### src/rtl/rgen_response_handshake_mux_pkg.sv
// Shared types for the register-block response mux: status word, status codes, FSM states.
package rgen_rtl_pkg;

    typedef struct packed {
        logic exokay;
        logic decode_error;
        logic slave_error;
    } rgen_status_t;

    localparam rgen_status_t RGEN_STATUS_OKAY   = 3'b000;
    localparam rgen_status_t RGEN_STATUS_SLVERR = 3'b001;
    localparam rgen_status_t RGEN_STATUS_DECERR = 3'b010;

    typedef enum logic [1:0] {
        IDLE,
        ACCESS,
        RESPOND
    } rgen_response_state_e;

endpackage

### src/rtl/rgen_response_handshake_mux_if.sv
// Host command/response handshake plus register-array side signals of the response mux.
interface rgen_response_handshake_mux_if #(
    parameter int DATA_WIDTH      = 32,
    parameter int TOTAL_REGISTERS = 1
);
    logic                       i_command_valid;
    logic                       i_command_write;
    logic                       o_command_ready;
    logic                       o_response_valid;
    logic                       i_response_ready;
    logic [DATA_WIDTH-1:0]      o_read_data;
    logic [2:0]                 o_status;
    logic [TOTAL_REGISTERS-1:0] i_register_select;
    logic [TOTAL_REGISTERS-1:0] i_register_ready;
    logic [TOTAL_REGISTERS-1:0] i_register_error;
    logic [DATA_WIDTH-1:0]      i_register_read_data [TOTAL_REGISTERS];

    // master: host bridge together with the register array it fronts
    modport master (
        output i_command_valid, i_command_write, i_response_ready,
        output i_register_select, i_register_ready, i_register_error, i_register_read_data,
        input  o_command_ready, o_response_valid, o_read_data, o_status
    );

    modport slave (
        input  i_command_valid, i_command_write, i_response_ready,
        input  i_register_select, i_register_ready, i_register_error, i_register_read_data,
        output o_command_ready, o_response_valid, o_read_data, o_status
    );
endinterface

### src/rtl/rgen_response_handshake_mux_or_reducer.sv
// AND-OR selection tree: ORs together every input word whose select bit is set.
// A single input degenerates to a plain gated path.
module rgen_or_reducer #(
    parameter int WIDTH = 1,
    parameter int N     = 1
) (
    input  logic [N-1:0]     i_sel,
    input  logic [WIDTH-1:0] i_dat [N],
    output logic [WIDTH-1:0] o_dat
);
    generate
        if (N == 1) begin : g_direct
            assign o_dat = i_sel[0] ? i_dat[0] : '0;
        end else begin : g_tree
            always_comb begin
                o_dat = '0;
                for (int j = 0; j < N; j++) begin
                    o_dat = o_dat | (i_dat[j] & {WIDTH{i_sel[j]}});
                end
            end
        end
    endgenerate
endmodule

### src/rtl/rgen_response_handshake_mux.sv
// One-at-a-time command to register array, waits for register ready, returns data/status
// over valid/ready. Optional wait timeout under `RGEN_RESPONSE_TIMEOUT_EN.
module rgen_response_handshake_mux
    import rgen_rtl_pkg::*;
#(
    parameter int DATA_WIDTH      = 32,
    parameter int TOTAL_REGISTERS = 1,
    parameter int TIMEOUT_CYCLES  = 255
) (
    input  logic                          clk,
    input  logic                          rst_n,
    rgen_response_handshake_mux_if.slave  bus
);
    rgen_response_state_e  state_q, state_d;
    logic [DATA_WIDTH-1:0] data_q, data_d;
    rgen_status_t          status_q, status_d;
    logic                  resp_vld_q, resp_vld_d;
    logic                  cmd_rdy;

    logic [DATA_WIDTH-1:0] sel_dat;
    logic                  hit;
    logic                  err_hit;
    logic                  rdy_arr [TOTAL_REGISTERS];
    logic                  err_arr [TOTAL_REGISTERS];

    always_comb begin
        for (int j = 0; j < TOTAL_REGISTERS; j++) begin
            rdy_arr[j] = bus.i_register_ready[j];
            err_arr[j] = bus.i_register_ready[j] & bus.i_register_error[j];
        end
    end

    rgen_or_reducer #(.WIDTH(DATA_WIDTH), .N(TOTAL_REGISTERS)) u_dat_red (
        .i_sel (bus.i_register_select),
        .i_dat (bus.i_register_read_data),
        .o_dat (sel_dat)
    );

    rgen_or_reducer #(.WIDTH(1), .N(TOTAL_REGISTERS)) u_rdy_red (
        .i_sel (bus.i_register_select),
        .i_dat (rdy_arr),
        .o_dat (hit)
    );

    rgen_or_reducer #(.WIDTH(1), .N(TOTAL_REGISTERS)) u_err_red (
        .i_sel (bus.i_register_select),
        .i_dat (err_arr),
        .o_dat (err_hit)
    );

`ifdef RGEN_RESPONSE_TIMEOUT_EN
    localparam int CNT_W = $clog2(TIMEOUT_CYCLES + 1);
    logic [CNT_W-1:0] cnt_q, cnt_d;
    logic             tmo;
    assign tmo = (cnt_q == CNT_W'(TIMEOUT_CYCLES));
`else
    logic unused_tmo_cfg;
    assign unused_tmo_cfg = (TIMEOUT_CYCLES != 0);
`endif

    always_comb begin
        state_d    = state_q;
        data_d     = data_q;
        status_d   = status_q;
        resp_vld_d = resp_vld_q;
        cmd_rdy    = 1'b0;
`ifdef RGEN_RESPONSE_TIMEOUT_EN
        cnt_d      = '0;
`endif
        case (state_q)
            IDLE: begin
                if (bus.i_command_valid) begin
                    state_d = ACCESS;
                end
            end
            ACCESS: begin
                if (bus.i_register_select == '0) begin
                    cmd_rdy    = 1'b1;
                    data_d     = '0;
                    status_d   = RGEN_STATUS_DECERR;
                    resp_vld_d = 1'b1;
                    state_d    = RESPOND;
                end else if (hit) begin
                    cmd_rdy    = 1'b1;
                    data_d     = bus.i_command_write ? '0 : sel_dat;
                    status_d   = '{exokay: 1'b0, decode_error: 1'b0, slave_error: err_hit};
                    resp_vld_d = 1'b1;
                    state_d    = RESPOND;
`ifdef RGEN_RESPONSE_TIMEOUT_EN
                end else if (tmo) begin
                    // register never answered: report as slave error
                    cmd_rdy    = 1'b1;
                    data_d     = '0;
                    status_d   = RGEN_STATUS_SLVERR;
                    resp_vld_d = 1'b1;
                    state_d    = RESPOND;
                end else begin
                    cnt_d = cnt_q + 1'b1;
`endif
                end
            end
            RESPOND: begin
                if (bus.i_response_ready) begin
                    data_d     = '0;
                    status_d   = RGEN_STATUS_OKAY;
                    resp_vld_d = 1'b0;
                    state_d    = IDLE;
                end
            end
            default: begin
                state_d = IDLE;
            end
        endcase
    end

    always_ff @(posedge clk) begin
        if (!rst_n) begin
            state_q    <= IDLE;
            data_q     <= '0;
            status_q   <= RGEN_STATUS_OKAY;
            resp_vld_q <= 1'b0;
`ifdef RGEN_RESPONSE_TIMEOUT_EN
            cnt_q      <= '0;
`endif
        end else begin
            state_q    <= state_d;
            data_q     <= data_d;
            status_q   <= status_d;
            resp_vld_q <= resp_vld_d;
`ifdef RGEN_RESPONSE_TIMEOUT_EN
            cnt_q      <= cnt_d;
`endif
        end
    end

    // command completion must be visible in the same ACCESS cycle the register answers
    assign bus.o_command_ready  = cmd_rdy;
    assign bus.o_response_valid = resp_vld_q;
    assign bus.o_read_data      = data_q;
    assign bus.o_status         = status_q;
endmodule
### src/flat_wrapper.sv
// flat-port wrapper written by rule: the top's interface ports become plain ports
module rgen_response_handshake_mux_flat import rgen_rtl_pkg::*;
#(
    parameter int DATA_WIDTH      = 32,
    parameter int TOTAL_REGISTERS = 1,
    parameter int TIMEOUT_CYCLES  = 255
)
  (clk, rst_n, bus_i_command_valid, bus_i_command_write, bus_i_response_ready, bus_i_register_select, bus_i_register_ready, bus_i_register_error, bus_i_register_read_data, bus_o_command_ready, bus_o_response_valid, bus_o_read_data, bus_o_status);
  rgen_response_handshake_mux_if #(.DATA_WIDTH(DATA_WIDTH), .TOTAL_REGISTERS(TOTAL_REGISTERS)) bus_i ();
  input  logic clk;
  input  logic rst_n;
  input wire logic [$bits(bus_i.i_command_valid)-1:0] bus_i_command_valid;
  input wire logic [$bits(bus_i.i_command_write)-1:0] bus_i_command_write;
  input wire logic [$bits(bus_i.i_response_ready)-1:0] bus_i_response_ready;
  input wire logic [$bits(bus_i.i_register_select)-1:0] bus_i_register_select;
  input wire logic [$bits(bus_i.i_register_ready)-1:0] bus_i_register_ready;
  input wire logic [$bits(bus_i.i_register_error)-1:0] bus_i_register_error;
  input wire logic [$bits(bus_i.i_register_read_data)-1:0] bus_i_register_read_data;
  output wire logic [$bits(bus_i.o_command_ready)-1:0] bus_o_command_ready;
  output wire logic [$bits(bus_i.o_response_valid)-1:0] bus_o_response_valid;
  output wire logic [$bits(bus_i.o_read_data)-1:0] bus_o_read_data;
  output wire logic [$bits(bus_i.o_status)-1:0] bus_o_status;
  assign bus_i.i_command_valid = bus_i_command_valid;
  assign bus_i.i_command_write = bus_i_command_write;
  assign bus_i.i_response_ready = bus_i_response_ready;
  assign bus_i.i_register_select = bus_i_register_select;
  assign bus_i.i_register_ready = bus_i_register_ready;
  assign bus_i.i_register_error = bus_i_register_error;
  assign bus_i.i_register_read_data = {>>{bus_i_register_read_data}};
  assign bus_o_command_ready = bus_i.o_command_ready;
  assign bus_o_response_valid = bus_i.o_response_valid;
  assign bus_o_read_data = bus_i.o_read_data;
  assign bus_o_status = bus_i.o_status;
  rgen_response_handshake_mux #(.DATA_WIDTH(DATA_WIDTH), .TOTAL_REGISTERS(TOTAL_REGISTERS), .TIMEOUT_CYCLES(TIMEOUT_CYCLES)) u_core (.clk(clk), .rst_n(rst_n), .bus(bus_i));
endmodule
### config.mk
export PLATFORM = sky130hd
export DESIGN_NAME = rgen_response_handshake_mux_flat
export DESIGN_NICKNAME = d
export VERILOG_FILES = /design/src/rtl/rgen_response_handshake_mux_pkg.sv /design/src/rtl/rgen_response_handshake_mux_if.sv /design/src/rtl/rgen_response_handshake_mux_or_reducer.sv /design/src/rtl/rgen_response_handshake_mux.sv /design/src/flat_wrapper.sv
export SDC_FILE = /design/constraint.sdc
export NUM_CORES = 1
export LEC_CHECK = 0
export ABC_AREA = 1
export BUFFER_PORTS_ARGS = -buffer_cell sky130_fd_sc_hd__buf_2
export CORE_ASPECT_RATIO = 1.2
export CORE_UTILIZATION = 30
export CTS_CLUSTER_DIAMETER = 120
export DETAILED_ROUTE_END_ITERATION = 8
export HOLD_SLACK_MARGIN = 0.1
export PLACE_DENSITY = 0.65
export RECOVER_POWER = 25
export SLEW_MARGIN = 15
export SYNTH_ARGS = -nofsm -noshare
export SYNTH_HDL_FRONTEND = slang
export SYNTH_SLANG_ARGS = --single-unit
export TNS_END_PERCENT = 30
### constraint.sdc
create_clock -name clk -period 1.3 [get_ports clk]
set_input_delay 0.065 -clock clk [delete_from_list [all_inputs] [get_ports clk]]
set_output_delay 0.065 -clock clk [all_outputs]
set_load 0.02 [all_outputs]
==> metrics <==
outcome=finished, violations left; failing checks=DRC; post-detailed-route DRC marker count=6; area share of the largest cell type after synthesis=0.4324; hold-critical path depth=5; delay-heaviest family, CP=buffers and inverters; Syn Inst Count=252; RR Endpoint=u_core.bus.o_read_data[5]; vias in the first global route=between 1500 and 2000; worst hold-check slack=0.1050 ns; number of buffer and inverter instances along the worst setup path=4; peak clock frequency supported by timing=786.5 MHz; Clock Sink Count=37; end of the worst hold path=u_core.bus.o_read_data[17]; count leader, synth=sky130_fd_sc_hd__nand2_1; final standard cell utilization of the core=0.4645; detailed-routing wirelength on met1=2114 um; dominant synthesized flop cell=sky130_fd_sc_hd__dfxtp_1; insertion delay to the later sink of the worst-skew pair=0.28 ns; static power due to leakage=1.315 nW; longest individual stage delay on the worst path=0.54 ns; critical path required time=around 1.2 ns; cell with the largest stage delay on the worst path=sky130_fd_sc_hd__dlygate4sd3_1; timing startpoint of the critical path=bus_i_register_ready; post-route clock period utilization=0.9780; mean instance size in the synthesized netlist=6.797 um2; number of I/O pins=77; crit path time final=between 1 and 1.5 ns; number of nets in the synthesized netlist=292; number of synthesized flops with an enable pin=0; Non-Filler Cell Area, Final=~2500 um2; post-DR wirelength/cell=around 11 um; number of rows created at floorplan=29; max-cap violation count=0; first-pass GRT wire length=7162 um; clock-pin slew reported for the worst setup and hold paths after clock tree synthesis=0.07 ns; initial antenna violation count=0; Max Slew Vio Count=0; weighted congestion at the end of routability-driven global placement=0.7454; placed standard-cell area=roughly 2200 um2; Post-Route WL=4600 um; number of warnings printed during yosys synthesis=0; die outline area=approximately 6000 um2; R2R setup slack=0.15 ns; Critical Path Start Type=input pin; library cell occupying the most area in the post-synthesis netlist=sky130_fd_sc_hd__dfxtp_1; initial drt markers=between 60 and 70; register bit total from synthesis=37; # H-tree levels=2; sum of net half-perimeters after detailed placement=between 3000 and 4000 um; layout overhead on the synthesized area=46.60%; detailed-router iteration count before antenna repair=6; number of cells traversed by the worst register-to-register path=6; number of buffers created by CTS=5; clock tree from TritonCTS=built; startpoint of the worst hold path=bus_i_register_read_data[17]; largest clock skew in the final design=0.002768 ns; die height=84.78 um; Core Region=5406 um2; maximum number of pins on one net before global-route repair=24; portion of the post-synthesis area used by sequential elements=0.4324; Post-DRT Antenna Nets=0; type of the worst setup path=in -> out; ant diodes=0; number of endpoints with negative hold slack in the final report=0; Final #Nets=around 390; netlist area before placement=around 1700 um2; post-synthesis cell type count=19; Power per Cell Area=roughly 1100 nW/um2; biggest area contributors in the synthesized netlist=sky130_fd_sc_hd__dfxtp_1, sky130_fd_sc_hd__nand2_1, sky130_fd_sc_hd__nand3_1; top cell types by occurrence after synthesis=sky130_fd_sc_hd__nand2_1, sky130_fd_sc_hd__nor2_1, sky130_fd_sc_hd__dfxtp_1; sum of met3 wire segment lengths after detailed routing=about 320 um; type of element capturing the critical path=output port; routed length on met2=2153 um; GR Util All Layers=0.1510; list of cells traversed by the critical path=dlygate4sd3_1, buf_2, nor2_2, nor2_2, buf_6, buf_2; number of setup violations in the final report=0; clock root buffer master=sky130_fd_sc_hd__clkbuf_8; Critical Path AT=1.21 ns; routed vias/inst=4.518; share of synthesized flip-flops with an asynchronous set or reset=0; setup repair after global routing missed its margin=yes; class of the tightest hold or removal check=in -> reg; maximum vdd drop=0.6448 mV; die width=between 70 and 80 um; Clock Tree Buf Depth=2; layout cells sized above 1=0.3031; Reg-to-Reg Start=u_core.state_q[0]; Congestion Overflow GR=0; vias post-DR=1875; total of buffers placed on input and output ports=75; Top Layer Used=met4; initial cell density of the core=0.3168; worst-path maximum fanout=3
-- where the power goes --
group,internal (mW),switching [mW]
combinational,0.255,0.342
clock,0.479,0.394
sequential,1.20,0.0329
-- how the worst max path moves through the flow --
stage / end / slack (ns) / cells after the start
after CTS: bus_o_command_ready / 0.006 / 5
after floorplan: u_core.bus.o_read_data[0] / 0.22 / 6
final: bus_o_command_ready / 0.03 / 6
after global placement: u_core.bus.o_read_data[4] / 0.14 / 5
after global routing: u_core.bus.o_read_data[13] / -0.03 / 9
after detailed placement: u_core.bus.o_read_data[7] / 0.11 / 6
-- through the flow --
step / setup TNS [ns] / std cells / power [mW] / worst slack [ns]
after global placement: 0 / 384 / 1.787 / 0.1385
final: 0 / 415 / 2.702 / 0.02862
after CTS: 0 / 415 / 2.733 / 0.006312
after detailed placement: 0 / 384 / 1.792 / 0.1075
after global routing: -0.05667 / 415 / 2.859 / -0.02754
after floorplan: 0 / 252 / 1.604 / 0.2181
-- tightest hold or removal path: stages --
cell,delay (ns)
sky130_fd_sc_hd__buf_2,0.09
sky130_fd_sc_hd__inv_1,0.04
sky130_fd_sc_hd__nor2_1,0.04
sky130_fd_sc_hd__nand2_1,0.05
sky130_fd_sc_hd__a21oi_1,0.06
-- cell type report --
class	instances	area, um2
Clock buffer	7	96.34
Clock inverter	1	5.005
Fill cell	575	2895
Inverter	33	123.9
Multi-Input combinational cell	166	764.5
Sequential cell	37	743.2
Tap cell	62	77.57
Timing Repair Buffer	109	700.7
-- cell families after synthesis --
kind of cell    count (synthesis)  synth area share
flops                          37            0.4324
other cells                     1          0.002189
buf+inv                        49            0.1227
simple gates                  141            0.3711
compound gates                 24           0.07159
-- metal layers --
layer	vias up	global-route usage
li1	977	-
met2	61	0.2474
met5	-	0
met1	835	0.1889
met3	2	0.05282
met4	0	0.03818
-- registers in the layout, indices dropped and copies added, names as in the netlist --
name,cells
u_core.state_q,2
u_core.bus.o_status,2
u_core.bus.o_read_data,32
u_core.bus.o_response_valid,1
-- placed cells by master, fill, tap and decap left out, types with 2 or more instances in the layout --
cell type and count:
sky130_fd_sc_hd__dfxtp_2 2, sky130_fd_sc_hd__clkbuf_8 7, sky130_fd_sc_hd__nor2_1 40, sky130_fd_sc_hd__inv_1 31
sky130_fd_sc_hd__inv_2 2, sky130_fd_sc_hd__nor2_2 3, sky130_fd_sc_hd__nand3_1 34, sky130_fd_sc_hd__nand2_2 2
sky130_fd_sc_hd__buf_4 9, sky130_fd_sc_hd__buf_6 2, sky130_fd_sc_hd__a21oi_1 23, sky130_fd_sc_hd__buf_2 75
sky130_fd_sc_hd__nand2_1 50, sky130_fd_sc_hd__nand3b_1 8, sky130_fd_sc_hd__dlygate4sd3_1 22, sky130_fd_sc_hd__dfxtp_1 35
-- timing repair --
| item | 4_1_cts | 5_1_grt |
|---|---|---|
| setup endpoints to repair | 1 | 22 |
| hold endpoints to repair | 20 | 0 |
| resized for setup | 1 | 6 |
| setup buffers | 1 | 0 |
| hold buffers | 22 | 0 |
| pin swaps | 0 | 1 |
Power figures use the tool's default switching activity.
